===== src/rtl/intr_ctrl.sv =====
// Edge-triggered, maskable interrupt controller with a fixed lowest-index-wins priority.
// Optional INT_SRC input synchroniser, enabled by defining INTR_SYNC_EN.
module intr_ctrl #(
    parameter int NUM_SRC = 8,
    parameter int ID_W    = $clog2(NUM_SRC)
) (
    input  logic               CLK,
    input  logic               RST_N,
    input  logic [NUM_SRC-1:0] INT_SRC,
    input  logic               I_SET,
    input  logic               I_CLR,
    input  logic               MASK_WE,
    input  logic [NUM_SRC-1:0] MASK_DIN,
    input  logic               INT_ACK,
    output logic               INT_REQ,
    output logic [ID_W-1:0]    INT_ID,
    output logic               INT_EN,
    output logic [NUM_SRC-1:0] PENDING,
    output logic [NUM_SRC-1:0] MASK
);

    // state   | meaning
    // IDLE    | no request outstanding, waiting for an enabled and unmasked pending source
    // REQ     | INT_REQ high, INT_ID frozen until the CPU acks or the request is withdrawn
    // SERVICE | handler running, global enable off, waiting for the enable to be set again
    typedef enum logic [1:0] {ST_IDLE, ST_REQ, ST_SERVICE} state_t;

`ifdef INTR_SYNC_EN
    localparam int SYNC_LAT = 2;
    logic [NUM_SRC-1:0] sync_1, sync_2;
    logic [NUM_SRC-1:0] src_in;

    always_ff @(posedge CLK or negedge RST_N) begin
        if (!RST_N) begin
            sync_1 <= '0;
            sync_2 <= '0;
        end else begin
            sync_1 <= INT_SRC;
            sync_2 <= sync_1;
        end
    end
    assign src_in = sync_2;
`else
    localparam int SYNC_LAT = 0;
    logic [NUM_SRC-1:0] src_in;
    assign src_in = INT_SRC;
`endif

    state_t             state;
    logic [NUM_SRC-1:0] src_hist;
    logic [SYNC_LAT:0]  hist_vld;
    logic [NUM_SRC-1:0] rise;
    logic [NUM_SRC-1:0] cand;
    logic [NUM_SRC-1:0] ack_clr;
    logic [ID_W-1:0]    win_id;
    logic               ack_take;
    logic               req_abort;

    // History only becomes trustworthy once the input path holds a real post-reset sample,
    // so sources already high at reset release never look like a rising edge.
    assign rise      = hist_vld[SYNC_LAT] ? (src_in & ~src_hist) : '0;
    assign cand      = PENDING & MASK;
    assign ack_take  = (state == ST_REQ) && INT_ACK;
    assign req_abort = I_CLR || !INT_EN || (MASK_WE ? !MASK_DIN[INT_ID] : !MASK[INT_ID]);

    always_comb begin
        win_id = '0;
        for (int i = NUM_SRC - 1; i >= 0; i--) begin
            if (cand[i]) win_id = ID_W'(i);
        end
    end

    always_comb begin
        ack_clr = '0;
        if (ack_take) ack_clr[INT_ID] = 1'b1;
    end

    always_ff @(posedge CLK or negedge RST_N) begin
        if (!RST_N) begin
            src_hist <= '0;
            hist_vld <= '0;
            PENDING  <= '0;
            MASK     <= '0;
        end else begin
            src_hist <= src_in;
            hist_vld <= (hist_vld << 1) | (SYNC_LAT + 1)'(1);
            // A new edge on the acked source wins over the ack clear.
            PENDING  <= (PENDING & ~ack_clr) | rise;
            if (MASK_WE) MASK <= MASK_DIN;
        end
    end

    always_ff @(posedge CLK or negedge RST_N) begin
        if (!RST_N) begin
            state   <= ST_IDLE;
            INT_REQ <= 1'b0;
            INT_ID  <= '0;
            INT_EN  <= 1'b0;
        end else begin
            if (I_CLR || ack_take) INT_EN <= 1'b0;
            else if (I_SET)        INT_EN <= 1'b1;

            case (state)
                ST_IDLE: begin
                    if (INT_EN && |cand) begin
                        state   <= ST_REQ;
                        INT_REQ <= 1'b1;
                        INT_ID  <= win_id;
                    end
                end
                ST_REQ: begin
                    if (INT_ACK) begin
                        state   <= ST_SERVICE;
                        INT_REQ <= 1'b0;
                    end else if (req_abort) begin
                        state   <= ST_IDLE;
                        INT_REQ <= 1'b0;
                    end
                end
                ST_SERVICE: begin
                    if (I_SET && !I_CLR) state <= ST_IDLE;
                end
                default: begin
                    state   <= ST_IDLE;
                    INT_REQ <= 1'b0;
                end
            endcase
        end
    end

endmodule

===== config.mk =====
export PLATFORM = sky130hd
export DESIGN_NAME = intr_ctrl
export DESIGN_NICKNAME = d
export VERILOG_FILES = /design/src/rtl/intr_ctrl.sv
export SDC_FILE = /design/constraint.sdc
export NUM_CORES = 1
export LEC_CHECK = 0
export CAP_MARGIN = 5
export CORE_ASPECT_RATIO = 0.75
export CORE_MARGIN = 2
export CORE_UTILIZATION = 40
export DETAILED_ROUTE_END_ITERATION = 16
export DONT_BUFFER_PORTS = 1
export HOLD_SLACK_MARGIN = 0.08
export SLEW_MARGIN = 10
export SYNTH_ARGS = -nofsm -noshare
export SYNTH_HDL_FRONTEND = slang
export SYNTH_SLANG_ARGS = --single-unit

===== constraint.sdc =====
create_clock -name CLK -period 1.9 [get_ports CLK]
set_input_delay 0.095 -clock CLK [delete_from_list [all_inputs] [get_ports CLK]]
set_output_delay 0.095 -clock CLK [all_outputs]
set_load 0.1 [all_outputs]

-- Yosys cells after proc, flatten, opt, wreduce, memory -nomap -nowiden
Cells that the tools add are included.
- flip-flop bits (word level): 32
- bits of input ports: 22
- output and inout port bits: 21
- logic and storage cells: 67
- magnitude comparators: 2
- eq/ne operators: 5
- multiplexer cells: 28
- bitwise logic cells: 7
- reductions and logical operators: 17
- operators by type and width (operator ; count):
    bitwise AND 8 bit ; 3
    2-to-1 mux 3 bit ; 8
    2-to-1 mux 8 bit ; 2
    inverter 8 bit ; 2
    2-to-1 mux 1 bit ; 9
    2-to-1 mux 2 bit ; 4
    OR 8 bit ; 1
    OR reduction 8 bit ; 1
    binary-select mux 1 bit (select 3 bit) ; 2
    case mux 2 bit (3 select lines) ; 1
    AND reduction 3 bit ; 2
    logical AND 1 bit ; 4
    zero test 1 bit ; 4
    less-than comparator 3 x 4 -> 1 bit, second input constant ; 1
    != test 2 bit, second input constant ; 2
    demux 1 bit (select 3 bit) ; 1
    greater-or-equal comparator 3 x 1 -> 1 bit, second input constant ; 1
    logical OR 1 bit ; 3
    != test 3 bit, second input constant ; 1
    case mux 1 bit (3 select lines) ; 1
    == test 2 x 1 -> 1 bit, second input constant ; 1
    == test 2 bit, second input constant ; 1
    zero test 2 bit ; 1
    AND reduction 2 bit ; 1
    2 further kinds ; 2

-- Longest topological paths before layout
- depth in word-level cells: 9
- depth in mapped cells: 6
- mapped depth without buffers: 5

-- Least setup slack after synthesis
OpenSTA, ideal clock, no wires.
- path type: register to register
- from: register INT_ID[2]
- to: register INT_REQ
- setup time: 0.123 ns
- arrival time: 2.216 ns
- data required time: 1.777 ns
- setup slack: -0.439 ns
- stages on the path, launching flop included: 7
- buffers on the path: 1
- clock period less this slack: 2.339 ns
- cell sequence: dfrtp_1 buf_6 mux4_2 nor2b_4 a211oi_2 o31ai_1 a22o_1
- word-level cells in the longest chain between the ends: 7
- elaborated cells between the ends (all ways): 10
- classes of those cells: eq/ne (1); mux (5); reduce/logical (4)
- ends and longest elaborated chain (what ; line ; RTL):
    start, declared ; 16 ; output logic [ID_W-1:0] INT_ID,
    start signal, assigned ; 108 ; INT_ID <= win_id;
    binary-select mux 1 bit (select 3 bit) ; 64 ; assign req_abort = I_CLR || !INT_EN || (MASK_WE ? !MASK_DIN[INT_ID] : !MASK[INT_ID]);
    2-to-1 mux 1 bit (not written as such) ; 64 ;
    zero test 1 bit ; 64 ;
    2-to-1 mux 1 bit (*) ; 64 ;
    logical OR 1 bit (*) ; 64 ;
    != test 3 bit (no line) (*) ; - ;
    AND reduction 3 bit (no line) (*) ; - ;
    end signal, assigned ; 96 ; INT_REQ <= 1'b0;
    end signal, assigned ; 107 ; INT_REQ <= 1'b1;
    end signal, assigned ; 114 ; INT_REQ <= 1'b0;
    end, declared ; 15 ; output logic INT_REQ,
Mark *: on every way between the ends. The rest lies on a longest branch, timed or not. The select of a mux whose other input is x is not followed.
A chain may end at the register's enable or synchronous reset.

-- Worst setup path in the final report
Ends and elaborated chain as after synthesis.

==> results.json <==
{
  "run_status": "finished, final reports clean",
  "grt_usage_pct": 20.5,
  "routed_wire_length_per_instance_um": 16.5,
  "synth-async-reset-ratio_pct": 100,
  "floorplan.initialDensity_pct": 43.0,
  "finalNetCount": 206,
  "max-vdd-ir-drop_mv": 0.737,
  "synth-edff-count": 0,
  "post_synthesis_net_count": 151,
  "postSynthCellCount": 129,
  "htree_levels": 2,
  "vias": 1253,
  "timing.critical_path.arrival_ns": 1.85,
  "clock_sink_count": 32,
  "gp_congestion": 0.832,
  "final-hold-violation-count": 0,
  "synth-seq-area-share_pct": 54.7,
  "cts.path.max_buffers": 2,
  "portBuffers": 0,
  "worst_hold_slack_ns": 0.131,
  "critical_path.startpoint": "INT_ID[2]",
  "critPathCaptureType": "flip-flop",
  "clock_latency_ns": 0.29,
  "wl_mm": 3.89,
  "io_pins": 43,
  "grt_pass1_vias": 1237,
  "drive_gt1_share_pct": 30.3,
  "ys_top_cells_by_count": "32 x sky130_fd_sc_hd__dfrtp_1, 23 x sky130_fd_sc_hd__nand2_1, 11 x sky130_fd_sc_hd__o21ai_0",
  "area_delta_synth_final_pct": 41.5,
  "synth.lib_cells_used.distinct": 33,
  "design.die.area_um2": 4160,
  "cts_hold_repair.buffers": 31,
  "post_drt_via_cell_ratio": 5.33,
  "worst_min_delay_path_category": "in -> reg",
  "timing.final.ws_setup_ns": 0.233,
  "firstDrtPassIters": 4,
  "worst_slack_placed_ns": 0.247,
  "finalSetupTns_ns": 0,
  "clk_root_buffer_cell": "sky130_fd_sc_hd__clkbuf_8",
  "number_of_buffers_created_by_cts": 5,
  "crit_type": "reg -> reg",
  "path_max_fanout": 7,
  "fmax_ghz": 0.600,
  "standby_leakage_power_nw": 0.860,
  "rsz0062_at_grt": "false",
  "fp.dieW_um": 73.9,
  "num_antenna_cells": 0,
  "finalMaxSlewViolations": 0,
  "ctsResizeCount": 0,
  "synthTopCellsByArea": "sky130_fd_sc_hd__dfrtp_1 55%, sky130_fd_sc_hd__mux2_2 6.2%, sky130_fd_sc_hd__nand2_1 5.9%",
  "drcViolationCount": 0,
  "synth_warnings": 0,
  "clock_skew_ns": 0.0111,
  "fp.dieH_um": 56.4,
  "timing.final.crit_period_ns": 1.67,
  "grt_antenna_before_repair": 0,
  "detail-route-antenna-nets": 0,
  "post-synth-top-count-cell": "sky130_fd_sc_hd__dfrtp_1",
  "holdCritStartpoint": "INT_ACK",
  "synth.ff_latch_count": 32,
  "synth.cell_area_um2": 1460,
  "synth_top_area_share_pct": 54.7,
  "detailedRoute.firstIterationViolations": 108,
  "critical_path_required_ns": 2.08,
  "core_um2": 3400,
  "dpl_wire_length_mm": 2.69,
  "most_used_dff_post_synth": "sky130_fd_sc_hd__dfrtp_1",
  "post-cts-setup-buffers": 0,
  "layout_worst_path_cycle_share_pct": 87.8,
  "setup.reg_to_reg.worst_slack_ns": 0.23,
  "setup.worst_path.start_class": "flip-flop",
  "clkSlewWorstSetupHoldPaths_ns": 0.08,
  "cellPowerDensity_nw_per_um2": 1510,
  "first_pass_grt_wire_length_mm": 6.29,
  "grt_remaining_overflow": 0,
  "final-setup-viol-count": 0,
  "synthesis.area_per_instance_um2": 11.3,
  "worst_r2r_startpoint": "INT_ID[2]",
  "clock_tree_from_tritoncts": "done",
  "placementRows": 18,
  "max_cap_viol_count": 0,
  "grt_max_degree": 33,
  "synth_largest_area_cell": "sky130_fd_sc_hd__dfrtp_1"
}
==> power breakdown <==
group / switching (mW) / internal (mW) / total (mW)
Sequential: 0.179 / 0.827 / 1.01
Clock: 0.261 / 0.289 / 0.550
Combinational: 1.13 / 0.431 / 1.56
==> cell type report <==
| type | count | area (um^2) |
|---|---|---|
| clock buffer | 6 | 82.6 |
| inverter | 4 | 15.0 |
| tap | 50 | 62.6 |
| fill | 276 | 1330 |
| multi-input combinational | 88 | 597 |
| clock inverter | 2 | 10.0 |
| sequential | 32 | 818 |
| timing repair buffer | 53 | 485 |
==> registers in the layout (all words and copies together) (netlist names) <==
| register | cells |
|---|---|
| state | 2 |
| MASK | 8 |
| PENDING | 8 |
| INT_ID | 3 |
| INT_EN | 1 |
| hist_vld | 1 |
| src_hist | 8 |
| INT_REQ | 1 |
==> through the flow <==
step | util, % | instance area, um^2 | power, mW | cells
5_1_grt | 60.9 | 2070 | 3.27 | 235
3_3_place_gp | 48.7 | 1660 | 2.47 | 196
2_1_floorplan | - | 1480 | 2.23 | 129
3_5_place_dp | 48.7 | 1660 | 2.49 | 196
4_1_cts | 60.9 | 2070 | 3.12 | 235
6_report | 60.9 | 2070 | 3.12 | 235
==> layer usage <==
layer  vias up  GRT usage, %  part of all wire, %
li1        574             -                    -
met1       621          28.4                   44
met2        53          30.4                   47
met3         5          6.82                  8.6
met4         0          6.23                 0.82
met5         -             0                    0
==> path summary, 6_finish.rpt <==
kind	to	cells past startpoint
max in group asynchronous	INT_EN	2
min in group asynchronous	INT_ID[2]	2
worst max register to register	INT_REQ	5
worst max-delay path	INT_REQ	5
worst min register to register	PENDING[5]	2
worst min-delay path	state[1]	3
==> kinds of logic after synthesis <==
group                  Yosys count  share of synthesized area (%)
AOI/OAI and AO/OA               32                           14.3
DFF                             32                           54.7
and+or+nand+nor                 43                           15.6
muxes                           12                           10.9
other                            1                          0.256
buffers and inverters            9                           4.27
==> layout by cell type, fill, tap and decap left out <==
master,count
sky130_fd_sc_hd__nor2b_4,1
sky130_fd_sc_hd__nor3b_1,1
sky130_fd_sc_hd__or2_2,1
sky130_fd_sc_hd__nand3b_1,9
sky130_fd_sc_hd__nand4_1,1
sky130_fd_sc_hd__o22ai_1,1
sky130_fd_sc_hd__nand2b_1,2
sky130_fd_sc_hd__a211oi_2,1
sky130_fd_sc_hd__nor4bb_1,1
sky130_fd_sc_hd__nor3_1,1
sky130_fd_sc_hd__mux2_2,8
sky130_fd_sc_hd__a22o_1,2
sky130_fd_sc_hd__mux4_2,2
sky130_fd_sc_hd__buf_12,1
sky130_fd_sc_hd__clkbuf_8,6
sky130_fd_sc_hd__a221oi_1,1
sky130_fd_sc_hd__inv_1,4
sky130_fd_sc_hd__conb_1,1
sky130_fd_sc_hd__buf_4,22
sky130_fd_sc_hd__a32o_1,1
sky130_fd_sc_hd__a21oi_1,6
sky130_fd_sc_hd__o221ai_1,1
sky130_fd_sc_hd__dfrtp_1,20
sky130_fd_sc_hd__and2_1,1
sky130_fd_sc_hd__clkinv_2,2
sky130_fd_sc_hd__dlygate4sd3_1,30
sky130_fd_sc_hd__a21o_1,1
sky130_fd_sc_hd__nor2_1,2
sky130_fd_sc_hd__a22oi_1,5
sky130_fd_sc_hd__dfrtp_4,1
sky130_fd_sc_hd__mux2i_1,2
sky130_fd_sc_hd__nand2_1,23
sky130_fd_sc_hd__o31ai_1,2
sky130_fd_sc_hd__o21ai_0,11
sky130_fd_sc_hd__dfrtp_2,11
==> critical path, stage by stage, from the launching register on <==
cell	delay (ns)
sky130_fd_sc_hd__dfrtp_4	0.46
sky130_fd_sc_hd__mux4_2	0.50
sky130_fd_sc_hd__nor2b_4	0.14
sky130_fd_sc_hd__a211oi_2	0.18
sky130_fd_sc_hd__o31ai_1	0.09
sky130_fd_sc_hd__a22o_1	0.18
Power figures use the tool's default switching activity.
